==> config.mk <==
export PLATFORM = sky130hd
export DESIGN_NAME = hwag_ckp_gen
export DESIGN_NICKNAME = d
export VERILOG_FILES = /design/src/rtl/hwag_pkg.sv /design/src/rtl/hwag_ckp_phase.sv /design/src/rtl/hwag_ckp_gen.sv
export SDC_FILE = /design/constraint.sdc
export NUM_CORES = 1
export LEC_CHECK = 0
export ABC_AREA = 1
export CAP_MARGIN = 0
export CORE_UTILIZATION = 25
export CTS_CLUSTER_DIAMETER = 100
export CTS_CLUSTER_SIZE = 40
export DETAILED_ROUTE_END_ITERATION = 8
export GPL_TIMING_DRIVEN = 0
export SLEW_MARGIN = 20
export SYNTH_ARGS = -nofsm -noshare
export SYNTH_HDL_FRONTEND = slang
export SYNTH_SLANG_ARGS = --single-unit
==> constraint.sdc <==
create_clock -name clk -period 4.9 [get_ports clk]
set_input_delay 1.225 -clock clk [delete_from_list [all_inputs] [get_ports clk]]
set_output_delay 1.225 -clock clk [all_outputs]
set_load 0.02 [all_outputs]
==> src/rtl/hwag_pkg.sv <==
// hwag_pkg
// Shared constants and types for the crank-position (60-2 wheel) path.
// Used by the signal generator (hwag_ckp_gen) and by the capture/sync core.
//   PCNT_WIDTH    : width of the tooth period, in clk cycles per tooth pitch
//   TCNT_WIDTH    : width of the tooth index
//   TEETH_TOTAL   : tooth positions per revolution, missing ones included
//   TEETH_MISSING : missing positions, placed at the end of the revolution
//   PERIOD_MIN    : smallest period that is accepted
package hwag_pkg;

    localparam int PCNT_WIDTH    = 24;
    localparam int TCNT_WIDTH    = 6;
    localparam int TEETH_TOTAL   = 60;
    localparam int TEETH_MISSING = 2;
    localparam int PERIOD_MIN    = 4;

    // Number of physically present teeth; positions at or above this are gaps.
    localparam int TEETH_REAL    = TEETH_TOTAL - TEETH_MISSING;

    typedef enum logic {
        ST_IDLE = 1'b0,
        ST_RUN  = 1'b1
    } hwag_state_t;

endpackage

==> src/rtl/hwag_ckp_phase.sv <==
// hwag_ckp_phase
// Phase counter for one tooth pitch of the crank signal generator.
// Ports:
//   clk         : system clock
//   rst         : synchronous active-high reset
//   clear       : hold the counter at 0 (generator idle)
//   period      : active tooth period P currently being counted
//   period_next : period that applies from the next cycle on
//   wrap        : high in the last cycle of a tooth (cnt == P-1)
//   high_next   : the next cycle lies in the high window (cnt_next < P_next/2)
module hwag_ckp_phase
    import hwag_pkg::*;
(
    input  logic                  clk,
    input  logic                  rst,
    input  logic                  clear,
    input  logic [PCNT_WIDTH-1:0] period,
    input  logic [PCNT_WIDTH-1:0] period_next,
    output logic                  wrap,
    output logic                  high_next
);

    logic [PCNT_WIDTH-1:0] cnt_reg;
    logic [PCNT_WIDTH-1:0] cnt_next;

    always_comb begin
        wrap      = !clear && (cnt_reg == period - PCNT_WIDTH'(1));
        cnt_next  = (clear || wrap) ? '0 : cnt_reg + PCNT_WIDTH'(1);
        // Compared against the period of the next cycle so that the first
        // cycle of a tooth already uses a freshly loaded period.
        high_next = cnt_next < (period_next >> 1);
    end

    always_ff @(posedge clk) begin
        if (rst) begin
            cnt_reg <= '0;
        end else begin
            cnt_reg <= cnt_next;
        end
    end

endmodule

==> src/rtl/hwag_ckp_gen.sv <==
// hwag_ckp_gen
// Synthetic 60-2 crank position sensor waveform generator with a
// programmable tooth pitch. Teeth are high for floor(P/2) cycles and low for
// the remainder; the missing positions at the end of the revolution stay low.
// Ports:
//   clk         : system clock
//   rst         : synchronous active-high reset
//   ena         : run request, sampled at tooth boundaries while running
//   period_in   : requested tooth pitch in clk cycles
//   period_load : one-cycle strobe writing period_in to the shadow register
//   ckp_out     : generated sensor signal (tooth = high)
//   tooth_num   : current tooth position 0..TEETH_TOTAL-1
//   rev_strobe  : one-cycle pulse with the rising edge of tooth 0
//   running     : generator active
//   load_err    : one-cycle pulse after a rejected load (period_in < PERIOD_MIN)
module hwag_ckp_gen
    import hwag_pkg::*;
(
    input  logic                  clk,
    input  logic                  rst,
    input  logic                  ena,
    input  logic [PCNT_WIDTH-1:0] period_in,
    input  logic                  period_load,
    output logic                  ckp_out,
    output logic [TCNT_WIDTH-1:0] tooth_num,
    output logic                  rev_strobe,
    output logic                  running,
    output logic                  load_err
);

    hwag_state_t           state_reg, state_next;
    logic [PCNT_WIDTH-1:0] shadow_reg, shadow_next;
    logic [PCNT_WIDTH-1:0] period_reg, period_next;
    logic [TCNT_WIDTH-1:0] idx_reg, idx_next;

    logic                  ckp_reg, ckp_next;
    logic [TCNT_WIDTH-1:0] tooth_reg, tooth_next;
    logic                  strobe_reg, strobe_next;
    logic                  running_reg, running_next;
    logic                  load_err_reg, load_err_next;

    logic                  load_ok;
    logic [PCNT_WIDTH-1:0] eff_period;
    logic                  wrap;
    logic                  high_next;
    logic                  run_next;

    hwag_ckp_phase u_phase (
        .clk         (clk),
        .rst         (rst),
        .clear       (state_reg == ST_IDLE),
        .period      (period_reg),
        .period_next (period_next),
        .wrap        (wrap),
        .high_next   (high_next)
    );

    always_comb begin
        load_ok       = period_load && (period_in >= PCNT_WIDTH'(PERIOD_MIN));
        load_err_next = period_load && !load_ok;
        // A valid load bypasses the shadow register so it can take effect on
        // the very next tooth (or start) without a one-cycle penalty.
        eff_period    = load_ok ? period_in : shadow_reg;
        shadow_next   = eff_period;

        state_next  = state_reg;
        period_next = period_reg;
        idx_next    = idx_reg;

        case (state_reg)
            ST_IDLE: begin
                idx_next = '0;
                if (ena && (eff_period >= PCNT_WIDTH'(PERIOD_MIN))) begin
                    state_next  = ST_RUN;
                    period_next = eff_period;
                end
            end
            ST_RUN: begin
                // ena and the period are only honoured at tooth boundaries,
                // so every tooth is emitted complete.
                if (wrap) begin
                    if (!ena) begin
                        state_next = ST_IDLE;
                        idx_next   = '0;
                    end else begin
                        period_next = eff_period;
                        idx_next    = (idx_reg == TCNT_WIDTH'(TEETH_TOTAL - 1))
                                      ? '0 : idx_reg + TCNT_WIDTH'(1);
                    end
                end
            end
            default: begin
                state_next = ST_IDLE;
                idx_next   = '0;
            end
        endcase

        // Outputs are decoded from next-state values and registered, so they
        // line up with the state they describe.
        run_next     = (state_next == ST_RUN);
        running_next = run_next;
        tooth_next   = run_next ? idx_next : '0;
        ckp_next     = run_next && high_next
                       && (idx_next < TCNT_WIDTH'(TEETH_REAL));
        strobe_next  = run_next && (idx_next == '0)
                       && ((state_reg == ST_IDLE) || wrap);
    end

    always_ff @(posedge clk) begin
        if (rst) begin
            state_reg    <= ST_IDLE;
            shadow_reg   <= '0;
            period_reg   <= '0;
            idx_reg      <= '0;
            ckp_reg      <= 1'b0;
            tooth_reg    <= '0;
            strobe_reg   <= 1'b0;
            running_reg  <= 1'b0;
            load_err_reg <= 1'b0;
        end else begin
            state_reg    <= state_next;
            shadow_reg   <= shadow_next;
            period_reg   <= period_next;
            idx_reg      <= idx_next;
            ckp_reg      <= ckp_next;
            tooth_reg    <= tooth_next;
            strobe_reg   <= strobe_next;
            running_reg  <= running_next;
            load_err_reg <= load_err_next;
        end
    end

    assign ckp_out    = ckp_reg;
    assign tooth_num  = tooth_reg;
    assign rev_strobe = strobe_reg;
    assign running    = running_reg;
    assign load_err   = load_err_reg;

endmodule

# [Word-level counts from Yosys, hierarchy flattened]
# Index checks and enable logic that the tools add are counted.
[classes] add_sub_neg=3 n_lt_le_gt_ge=4 eq_ne=5 muxes=14 bitwise=2 reduce_logical=13
[ops] cell="$mux 24" count=5
[ops] cell="$ge 24x3->1 const B" count=2
[ops] cell="$pmux 24 s2" count=1
[ops] cell="$add 24x1->24 const B" count=1
[ops] cell="$eq 24x24->1" count=1
[ops] cell="$lt 24x23->1" count=1
[ops] cell="$sub 24x1->24 const B" count=1
[ops] cell="$mux 6" count=3
[ops] cell="$pmux 6 s2" count=1
[ops] cell="$logic_and 1x1->1" count=8
[ops] cell="$add 6x1->6 const B" count=1
[ops] cell="$eq 6x6->1 const B" count=1
[ops] cell="$logic_not 6->1" count=1
[ops] cell="$lt 6x6->1 const B" count=1
[ops] cell="$ne 2x2->1 const B" count=2
[ops] cell="$mux 1" count=3
[ops] cell="$reduce_and 3->1" count=1
[ops] cell="$ne 2x1->1 const B" count=1
[ops] cell="$not 1->1" count=2
[ops] cell="$pmux 1 s2" count=1
[ops] cell="$reduce_or 2->1" count=1
[ops] cell="$logic_not 1->1" count=1
[ops] cell="$logic_or 1x1->1" count=1
[totals] ff_bits=88 inputBits=28 output_inout_bits=10 word_cells=51

# [Depth between registers and ports, before layout]
# Gate-level depths: netlist of the first run.
[logic_depth] depth_word=10 mapped_depth=28 mapped_depth_nobuf=26

# [Modules after synthesis]
# A second synthesis of the first run with hierarchy kept.
[hier_totals] hier_cells=998 hier_area_um2=6378.6
[by_module_without_submodules] mod="hwag_ckp_gen" instances=1 cells_per_inst=512 area_per_inst_um2=3490.8 seq_area_each_um2=1281.2
[by_module_without_submodules] mod="hwag_ckp_phase" instances=1 cells_per_inst=486 area_per_inst_um2=2887.8 seq_area_each_um2=480.5

# [Worst setup path after synthesis of the first run]
# OpenSTA, ideal clock, no wires.
[synth_timing] kind="in2reg" startpoint="input period_in[3]" endpoint="register ckp_reg (netlist: ckp_out)" setup_ps=66 t_arrival_ps=4426 t_required_ps=4834 slack_ps=408 stages=27 path_buffers=3 path_cell_list="or2_1 -> nor2_1 -> nand3_2 -> nand2_2 -> buf_6 -> nand2_1 -> nand2_1 -> nand2_1 -> nor2_1 -> nand2_1 -> nor2_1 -> nand2_1 -> nand3_1 -> nand2_1 -> buf_6 -> buf_4 -> nand2_1 -> o21ai_2 -> ha_1 -> a21oi_1 -> o21ai_0 -> a221oi_1 -> o21ai_0 -> a221o_1 -> nor3_1 -> nand3_2 -> a21oi_2"
[synth_between] elab_chain_cells=10 elab_cells_between_ends=14 classes_between="order compare: 3; mux: 7; reduce/logical: 4"
[synth_lines] item="from (decl)" line="hwag_ckp_gen.sv:22" text="input logic [PCNT_WIDTH-1:0] period_in,"
[synth_lines] item="$ge 24x3->1" line="hwag_ckp_gen.sv:59" text="load_ok = period_load && (period_in >= PCNT_WIDTH'(PERIOD_MIN));"
[synth_lines] item="$logic_and 1x1->1" line="hwag_ckp_gen.sv:59"
[synth_lines] item="$mux 24 *" line="hwag_ckp_gen.sv:63" text="eff_period = load_ok ? period_in : shadow_reg;"
[synth_lines] item="$ge 24x3->1" line="hwag_ckp_gen.sv:73" text="if (ena && (eff_period >= PCNT_WIDTH'(PERIOD_MIN))) begin"
[synth_lines] item="$logic_and 1x1->1" line="hwag_ckp_gen.sv:73"
[synth_lines] item="$mux 24" line="hwag_ckp_gen.sv:73"
[synth_lines] item="$pmux 24 s2" line="hwag_ckp_gen.sv:70" text="case (state_reg)"
[synth_lines] item="$lt 24x23->1" line="hwag_ckp_phase.sv:31" text="high_next = cnt_next < (period_next >> 1);"
[synth_lines] item="$logic_and 1x1->1 *" line="hwag_ckp_gen.sv:103" text="ckp_next = run_next && high_next"
[synth_lines] item="$logic_and 1x1->1 *" line="hwag_ckp_gen.sv:104" text="&& (idx_next < TCNT_WIDTH'(TEETH_REAL));"
[synth_lines] item="to (signal assigned)" line="hwag_ckp_gen.sv:125" text="ckp_reg <= ckp_next;"
[synth_lines] item="to (decl)" line="hwag_ckp_gen.sv:36" text="logic ckp_reg, ckp_next;"
# Every way passes the cells marked *; elsewhere a longest branch is shown, timed or not. The select of a mux whose other input is x is not followed.
# A chain may end at the register's enable or synchronous reset.

# [Final worst setup path of the first run]
# Same ends and word-level chain as after synthesis.

==> flow_summary.yaml, run 1 <==
flow_run:
  maxCapViolations: 0
final_layout:
  n_fill_cell: 2436
  drive_gt1_share_pct: 15.2
  regArea_mm2: 0.00176
  multiInputGateArea_mm2: 0.00381
  syn2layout_area_growth_pct: 26.3
  fin_nets: 996
  diodes: 0
  final_area_mm2: 0.00738
yosys:
  yosysSeqAreaShare_pct: 30.1
  synth_flop_cell: "dfxtp_1"
  synth.avg_cell_area_um2: 6.68
  synth_area_leaders: "dfxtp_1, nand2_1, nor2_1, inv_1, ha_1"
  ys_ff_latch: 88
  syn-instance-count: 875
  synth_common_cells: "nand2_1, nor2_1, inv_1, dfxtp_1, nand3_1"
  syn_area_mm2: 0.00584
  ys.warnings.count: 0
  yosysTopAreaCell: "dfxtp_1"
  netlist.area_leader.share_pct: 30.1
  synth_edf_count: 0
  async_reset_ff_share_pct: 0
  syn_nets: 928
  synth.distinct_cells: 48
  yosysMostFrequentCell: "nand2_1"
sta:
  fin_worst_skew_ns: 0.00998
  post-route-min-period_ns: 4.70
  finalHoldViolations: 0
  fin_crit_sh_pct: 95.9
  maxClockFrequency_ghz: 0.213
  final.setup.tns_ns: 0
  relSlewSlack_pct: 49.6
  whs_ns: 0.497
  worst_pin_slew_ns: 0.756
  drv_slew: 0
  setup_violations: 0
global_routing:
  grt_pass1_wl_um: 27400
  grt_use_met2_pct: 25.0
  top_usage_layer: "met2"
  grt_use_total_pct: 14.8
  grt-ovfl-total: 0
  grt_pass1_vias: 5479
  grt_use_met3_pct: 1.84
  grt_max_degree: 16
  grt.met1_usage_pct: 18.7
  antenna_found_initial: 0
clocking:
  clk_latency_ns: 0.36
  cts.path.max_buffers: 2
  clk_pin_slew_worst_paths_ns: 0.07
  hold_buffers: 0
  cts.sinks: 88
  cts_buffers: 9
  cts_tree: "built"
  htreeDepth: 3
  root_buffer: "clkbuf_16"
route:
  drt-pass1-iter-count: 5
  wl_per_cell_um: 13.9
  viasPerCell: 4.56
  wl_um: 17500
  via_count: 5750
  drcViolationCount: 0
  drtAntennaViolNets: 0
  drt_iter0_drc: 362
critical_path:
  critical_path_class: "input pin to flip-flop"
  start_kind: "input pin"
  cp_max_fo: 7
  required_ns: 5.19
  worstPathArrival_ns: 4.98
  cp-end-kind: "flip-flop"
placed_design:
  dpl.hpwl_um: 13400
  portBuffers: 37
  place_area_mm2: 0.00661
  globalplace.congestion: 0.901
power:
  clockPowerShare_pct: 37.8
  swShare_pct: 32.0
  internal_power_mw: 1.38
  p_comb_share_pct: 23.8
  p_switching_mw: 0.649
  ir_drop_mv: 0.175
  p_leak_nw: 3.19
  power.density_mw_per_mm2: 275
  seqPwrFrac_pct: 38.4
floorplan:
  die-area_mm2: 0.0240
  die_x_um: 155
  initial_core_util_pct: 25.7
  die_h_um: 155
  ios: 38
  core_area_mm2: 0.0228
  rows: 55
status:
  status: "complete, no violations"
hold_path:
  hp-class: "flip-flop to flip-flop"
-- routing by layer --
layer  up-vias  routed length [um]
met2       121                8370
met4         0                 388
met1      2655                8010
li1       2955                   -
met5         -                   0
met3        19                 698
-- cell usage in the layout (no fill, tap or decap), types with 3 or more instances in the layout --
| cell type | netlist | final |
|---|---|---|
| buf_12 | 0 | 4 |
| inv_1 | 97 | 97 |
| nor2_2 | 9 | 12 |
| clkbuf_1 | 17 | 15 |
| clkbuf_16 | 0 | 9 |
| clkdlybuf4s15_1 | 0 | 9 |
| nor2_1 | 159 | 152 |
| nand3_1 | 55 | 54 |
| a21oi_2 | 2 | 4 |
| nand2_1 | 198 | 178 |
| clkdlybuf4s50_1 | 0 | 14 |
| nand2_2 | 5 | 23 |
| o21ai_1 | 4 | 4 |
| a21oi_1 | 18 | 14 |
| nor3_1 | 33 | 32 |
| buf_6 | 5 | 5 |
| nor4_1 | 13 | 13 |
| xor2_1 | 28 | 28 |
| nor3_2 | 2 | 3 |
| nand2_4 | 1 | 3 |
| o21ai_4 | 0 | 4 |
| buf_4 | 1 | 18 |
| nand4_1 | 18 | 18 |
| o21ai_0 | 7 | 5 |
| and2_1 | 3 | 3 |
| o21ai_2 | 20 | 18 |
| ha_1 | 25 | 19 |
| ha_4 | 0 | 4 |
| nor2_4 | 3 | 7 |
| xnor2_1 | 16 | 16 |
| nand3b_1 | 13 | 13 |
| dfxtp_1 | 88 | 88 |
| dlygate4sd2_1 | 0 | 13 |
| nand3_2 | 4 | 4 |
-- worst paths after layout --
path         slack, ns  cells past startpoint                  endpoint                       start
max               0.20                     27        ckp_out$_SDFF_PP0_                period_in[3]
min reg2reg       0.50                      2  shadow_reg[0]$_SDFF_PP0_    shadow_reg[0]$_SDFF_PP0_
min               0.50                      2  shadow_reg[0]$_SDFF_PP0_    shadow_reg[0]$_SDFF_PP0_
max reg2reg       0.37                     25        ckp_out$_SDFF_PP0_  period_reg[0]$_SDFFE_PP0P_
-- power groups by stage --
stage | sequential (mW) | clock (mW) | combinational (mW)
floorplan | 0.786 | 0 | 0.310
global placement | 0.794 | 0 | 0.426
detailed placement | 0.794 | 0 | 0.429
CTS | 0.778 | 0.779 | 0.451
global route | 0.782 | 0.804 | 0.534
finish | 0.779 | 0.766 | 0.483
-- cell type report --
cell class | instances | share of cell area [%]
clock buffer | 10 | 3.10
sequential | 88 | 23.9
buffer | 27 | 2.87
tap | 313 | 5.31
clock inverter | 6 | 1.24
multi-input combinational | 662 | 51.7
timing repair buffer | 57 | 6.97
inverter | 98 | 4.98
-- cell families (layout without fill, tap and decap cells) --
kind of cell / count (synthesis) / count (layout) / synth area share [%]
xor gates and xnor gates: 45 / 45 / 7.00
AOI/OAI and AO/OA: 64 / 64 / 7.47
and+or+nand+nor: 526 / 526 / 40.9
buffers and inverters: 125 / 198 / 8.80
muxes: 2 / 2 / 0.343
DFF: 88 / 88 / 30.1
adders and majority gates: 25 / 25 / 5.35
-- per-stage QoR --
| stage | util (%) | power [mW] | worst slack [ns] | std cells |
|---|---|---|---|---|
| 2_1_floorplan | - | 1.10 | 0.408 | 875 |
| 3_3_place_gp | 29.0 | 1.22 | -1.04 | 1225 |
| 3_5_place_dp | 29.0 | 1.22 | -1.05 | 1225 |
| 4_1_cts | 31.4 | 2.01 | 0.0828 | 1252 |
| 5_1_grt | 32.4 | 2.12 | -0.0432 | 1261 |
| 6_report | 32.4 | 2.03 | 0.200 | 1261 |
-- critical path, stage by stage --
cell	delay [ns]
clkdlybuf4s15_1	0.17
or2_1	0.26
nor2_4	0.14
nand3_4	0.13
nand2_4	0.12
buf_6	0.14
nand2_2	0.05
nand2_2	0.09
nand2_2	0.06
nor2_2	0.12
nand2_2	0.09
nor2_4	0.14
nand2_2	0.06
nand3_2	0.08
nand2_2	0.08
buf_12	0.16
buf_12	0.13
o21ai_4	0.15
ha_4	0.23
a21oi_4	0.16
o21ai_2	0.07
a221oi_2	0.26
o21ai_2	0.11
a221o_1	0.38
nor3_2	0.14
nand3_2	0.09
a21oi_2	0.14
-- what timing repair did --
| action | CTS | global route |
|---|---|---|
| endpoints found under the setup margin | 1 | 1 |
| hold endpoints to repair | 0 | 0 |
| pin swaps | 33 | 40 |
| resized for setup | 63 | 53 |
| buffers inserted | 11 | 9 |
| cloned | 0 | 0 |
No activity file was read; power rests on OpenSTA's default activity.
==> run 2, diff against run 1 <==
--- a/config.mk
+++ b/config.mk
@@ -6,12 +6,14 @@
 export NUM_CORES = 1
 export LEC_CHECK = 0
 export ABC_AREA = 1
-export CAP_MARGIN = 0
+export CELL_PAD_IN_SITES_DETAIL_PLACEMENT = 1
+export CELL_PAD_IN_SITES_GLOBAL_PLACEMENT = 1
 export CORE_UTILIZATION = 25
 export CTS_CLUSTER_DIAMETER = 100
 export CTS_CLUSTER_SIZE = 40
 export DETAILED_ROUTE_END_ITERATION = 8
 export GPL_TIMING_DRIVEN = 0
+export PLACE_DENSITY_LB_ADDON = 0.1
 export SLEW_MARGIN = 20
 export SYNTH_ARGS = -nofsm -noshare
 export SYNTH_HDL_FRONTEND = slang
==> flow_summary.yaml, run 2 (synthesis results as in run 1) <==
floorplan:
  die_x_um: 155
  ios: 38
  rows: 55
  initial_core_util_pct: 25.7
  core_area_mm2: 0.0228
  die-area_mm2: 0.0240
  die_h_um: 155
sta:
  post-route-min-period_ns: 4.70
  final.setup.tns_ns: 0
  drv_slew: 0
  setup_violations: 0
  finalHoldViolations: 0
  maxClockFrequency_ghz: 0.213
  fin_crit_sh_pct: 95.8
  relSlewSlack_pct: 42.3
  fin_worst_skew_ns: 0.0122
  worst_pin_slew_ns: 0.866
critical_path:
  slowest_stage: "a221o_1"
  max_stage_delay_ns: 0.42
  worstPathArrival_ns: 4.98
  cp_max_fo: 6
  critical_path_class: "input pin to flip-flop"
  r2r-start: "period_reg[0]$_SDFFE_PP0P_"
  path_common_cell: "nand2_2"
  r2r_slack_ns: 0.30
  required_ns: 5.18
  cp-end-kind: "flip-flop"
  rr_worst_depth: 23
  regToRegEndpoint: "ckp_out$_SDFF_PP0_"
  start_kind: "input pin"
hold_path:
  whs_endpoint: "shadow_reg[0]$_SDFF_PP0_"
  whs_path_depth: 2
  hp-start: "shadow_reg[0]$_SDFF_PP0_"
  hp-class: "flip-flop to flip-flop"
route:
  viasPerCell: 4.54
  drcViolationCount: 0
  via_count: 5751
  drt_iter0_drc: 203
  drt-pass1-iter-count: 4
  wl_per_cell_um: 16.7
  wl_um: 21200
  drtAntennaViolNets: 0
final_layout:
  fin_nets: 1003
  drive_gt1_share_pct: 19.4
  n_fill_cell: 2821
  syn2layout_area_growth_pct: 26.3
  diodes: 0
  final_cell_mix: "nand2_1, nor2_1, inv_1, dfxtp_1, nand3_1"
  instances_no_fill: 1268
  mostFrequentLayoutCell: "nand2_1"
clocking:
  cts.path.max_buffers: 2
  root_buffer: "clkbuf_16"
  cts.sinks: 88
  cts_tree: "built"
  htreeDepth: 3
  clk_pin_slew_worst_paths_ns: 0.08
  cts_buffers: 9
  hold_buffers: 0
  clk_latency_ns: 0.36
global_routing:
  grt_pass1_wl_um: 34200
  grt-ovfl-total: 0
  grt_max_degree: 17
  antenna_found_initial: 0
  grt_pass1_vias: 6085
  grt_use_total_pct: 18.9
placed_design:
  portBuffers: 37
  dpl.hpwl_um: 16800
  globalplace.congestion: 0.798
  dp_cells: 1225
power:
  power.density_mw_per_mm2: 281
  ir_drop_mv: 0.179
  p_leak_nw: 3.22
status:
  status: "complete, no violations"
flow_run:
  maxCapViolations: 0
==> run 2: cell types whose count changed in the layout (fill, tap and decap cells not counted), sizes merged <==
cell / before / now
clkinvlp: 0 / 1
clkbuf: 28 / 25
clkdlybuf4s15: 9 / 0
inv: 100 / 101
buf: 29 / 60
dlymetal6s2s: 1 / 0
dlygate4sd2: 13 / 1
clkinv: 2 / 1
==> run 2: metrics by stage <==
stage	instance area, um2	hold WS [ns]	setup slack, ns	total power, mW	utilization [%]
2_1_floorplan	5840	0.460	0.408	1.10	-
3_3_place_gp	6610	0.483	-1.41	1.25	29.0
3_5_place_dp	6610	0.520	-1.39	1.25	29.0
4_1_cts	7200	0.541	-0.0237	2.09	31.6
5_1_grt	7380	0.582	-0.0183	2.20	32.4
6_report	7380	0.523	0.205	2.07	32.4
==> run 2: worst max-delay path: cells and delay by family <==
| kind | cells | cell delay (ns) |
|---|---|---|
| buf+inv | 5 | 0.64 |
| fa+ha+maj | 1 | 0.29 |
| simple gates | 17 | 1.83 |
| compound gates | 6 | 0.95 |
==> run 2: layer usage <==
metal	up-vias	wire length, um	GRT usage, %
met4	0	184	3.68
met5	-	0	0
met2	42	9840	31.5
met3	8	453	2.98
met1	2738	10700	25.7
li1	2963	-	-
==> run 2: how the worst max path moves through the flow <==
stage / depth (start not counted) / start / slack [ns] / to
floorplan: 27 / period_in[3] / 0.41 / ckp_out$_SDFF_PP0_
global placement: 28 / period_in[3] / -1.41 / ckp_out$_SDFF_PP0_
detailed placement: 28 / period_in[3] / -1.39 / ckp_out$_SDFF_PP0_
CTS: 27 / period_in[2] / -0.02 / ckp_out$_SDFF_PP0_
global route: 28 / period_in[3] / -0.02 / ckp_out$_SDFF_PP0_
finish: 29 / period_in[2] / 0.20 / ckp_out$_SDFF_PP0_
==> run 2: layout make-up <==
cell class	instances	area, um2	share of cell area [%]
well taps	313	392	5.31
clock buffers	9	225	3.05
clock inverters	7	101	1.37
inverters	98	368	4.98
multi-input cells	662	3850	52.2
plain buffers	27	208	2.81
repair buffers	64	475	6.44
flip-flops and latches	88	1760	23.9
==> run 2: report_power, final <==
part           internal (mW)  total [mW]  switching (mW)  leakage, nW
Combinational          0.186       0.498           0.312         2.34
Clock                  0.454       0.795           0.341        0.158
Sequential             0.745       0.781          0.0369        0.720
Total                   1.38        2.07           0.690         3.22
==> run 2: repair_timing <==
| action | 4_1_cts | 5_1_grt |
|---|---|---|
| gates resized for setup | 147 | 33 |
| endpoints found under the setup margin | 1 | 1 |
| gates cloned | 0 | 0 |
| pin swaps | 43 | 23 |
| buffers inserted | 21 | 6 |
==> run 3, diff against run 2 <==
--- a/config.mk
+++ b/config.mk
@@ -8,11 +8,12 @@
 export ABC_AREA = 1
 export CELL_PAD_IN_SITES_DETAIL_PLACEMENT = 1
 export CELL_PAD_IN_SITES_GLOBAL_PLACEMENT = 1
-export CORE_UTILIZATION = 25
+export CORE_UTILIZATION = 43
 export CTS_CLUSTER_DIAMETER = 100
 export CTS_CLUSTER_SIZE = 40
 export DETAILED_ROUTE_END_ITERATION = 8
 export GPL_TIMING_DRIVEN = 0
+export MAX_ROUTING_LAYER = met4
 export PLACE_DENSITY_LB_ADDON = 0.1
 export SLEW_MARGIN = 20
 export SYNTH_ARGS = -nofsm -noshare
==> flow_summary.yaml, run 3 (synthesis results as in run 1) <==
status:
  status: "complete, no violations"
route:
  drcViolationCount: 0
  wl_um: 20400
  viasPerCell: 5.39
  drt-pass1-iter-count: 5
  via_count: 6064
  wl_per_cell_um: 18.1
  drt_iter0_drc: 348
  drtAntennaViolNets: 0
final_layout:
  final_cell_mix: "nand2_1, nor2_1, inv_1, dfxtp_1, nand3_1"
  fin_nets: 999
  diodes: 0
  drive_gt1_share_pct: 16.2
  regArea_mm2: 0.00176
  multiInputGateArea_mm2: 0.00383
  n_fill_cell: 1746
  syn2layout_area_growth_pct: 22.8
  instances_no_fill: 1126
  final_area_mm2: 0.00717
  mostFrequentLayoutCell: "nand2_1"
global_routing:
  grt_pass1_wl_um: 32300
  grt_max_degree: 15
  grt_pass1_vias: 6280
  grt_use_total_pct: 30.7
  grt-ovfl-total: 0
  antenna_found_initial: 0
sta:
  finalHoldViolations: 0
  drv_slew: 0
  post-route-min-period_ns: 4.81
  fin_worst_skew_ns: 0.0124
  fin_ws_ns: 0.0911
  worst_pin_slew_ns: 0.759
  maxClockFrequency_ghz: 0.208
  setup_violations: 0
  fin_crit_sh_pct: 98.1
  relSlewSlack_pct: 49.4
floorplan:
  initial_core_util_pct: 44.1
  die_h_um: 119
  die-area_mm2: 0.0141
  rows: 42
  die_x_um: 119
  core_area_mm2: 0.0132
  ios: 38
clocking:
  clk_latency_ns: 0.35
  root_buffer: "clkbuf_16"
  cts.path.max_buffers: 2
  htreeDepth: 3
  cts_buffers: 9
  cts.sinks: 88
  cts_tree: "built"
  clk_pin_slew_worst_paths_ns: 0.07
power:
  internal_power_mw: 1.29
  ir_drop_mv: 0.178
  p_switching_mw: 0.669
  seqPwrFrac_pct: 40.0
  total_power_mw: 1.96
  p_leak_nw: 3.17
  p_comb_share_pct: 25.7
  power.density_mw_per_mm2: 273
  clockPowerShare_pct: 34.3
  swShare_pct: 34.2
critical_path:
  cp-end-kind: "flip-flop"
  start_kind: "input pin"
  rr_worst_depth: 27
  critical_path_class: "input pin to flip-flop"
  path_common_cell: "nand2_2"
  worstPathArrival_ns: 5.09
  required_ns: 5.18
  max_stage_delay_ns: 0.37
  cp_max_fo: 6
  slowest_stage: "a221o_1"
placed_design:
  dpl.hpwl_um: 15300
  dp_cells: 1088
  dp_slack_ns: -1.16
  place_area_mm2: 0.00643
  globalplace.congestion: 0.927
  portBuffers: 37
hold_path:
  whs_path_depth: 2
  hp-class: "flip-flop to flip-flop"
flow_run:
  maxCapViolations: 0
==> run 3: cell types whose count changed in the layout (fill, tap and decap cells not counted), moves of 2 or more <==
cell / previous run / this run
clkdlybuf4s15_1: 0 / 3
bufinv_16: 2 / 0
buf_6: 5 / 1
dlygate4sd2_1: 1 / 20
o21ai_2: 20 / 17
buf_2: 22 / 1
o21ai_1: 4 / 6
==> run 3: metrics by stage <==
stage	TNS (ns)	util, %	hold slack, ns
after global placement	-1.07	48.6	0.477
after CTS	0	52.9	0.531
after global routing	-0.101	54.2	0.571
after detailed placement	-1.16	48.6	0.514
final	0	54.2	0.523
after floorplan	0	-	0.460
==> run 3: area by class of cell <==
cell class	count	area share [%]
clock buffers	11	3.38
clock inverters	4	0.401
multi-input cells	662	53.4
plain buffers	27	2.81
flip-flops and latches	88	24.6
well taps	176	3.07
repair buffers	60	7.27
inverters	98	5.13
==> run 3: final timing paths <==
kind	startpoint	endpoint	slack, ns
setup reg to reg	period_reg[0]$_SDFFE_PP0P_	ckp_out$_SDFF_PP0_	0.29
setup / recovery	period_in[13]	ckp_out$_SDFF_PP0_	0.09
hold / removal	shadow_reg[1]$_SDFF_PP0_	shadow_reg[1]$_SDFF_PP0_	0.52
hold reg to reg	shadow_reg[1]$_SDFF_PP0_	shadow_reg[1]$_SDFF_PP0_	0.52
==> run 3: power groups by stage <==
stage,registers [mW],clock network (mW),logic (mW)
after global routing,0.785,0.702,0.555
after detailed placement,0.797,0,0.440
after floorplan,0.786,0,0.310
after global placement,0.796,0,0.420
after CTS,0.781,0.672,0.473
final,0.782,0.671,0.503
==> run 3: critical path: cells and delay by family <==
family	cells	cell delay, ns
and+or+nand+nor	16	1.66
AOI/OAI and AO/OA	7	1.30
buffers and inverters	4	0.66
adders and majority gates	1	0.23
==> run 3: routing by layer <==
metal / part of all wire, % / GRT usage [%] / vias up
li1: - / - / 2956
met5: 0 / - / -
met3: 3.6 / 3.72 / 50
met2: 47 / 48.8 / 133
met4: 3.8 / 15.8 / 0
met1: 45 / 38.1 / 2925
==> run 3: repair_timing <==
item,in CTS,in global routing
buffers inserted,17,6
pin swaps,39,26
gates resized for setup,80,32
hold buffers,0,0
setup endpoints to repair,1,1
endpoints found under the hold margin,0,0
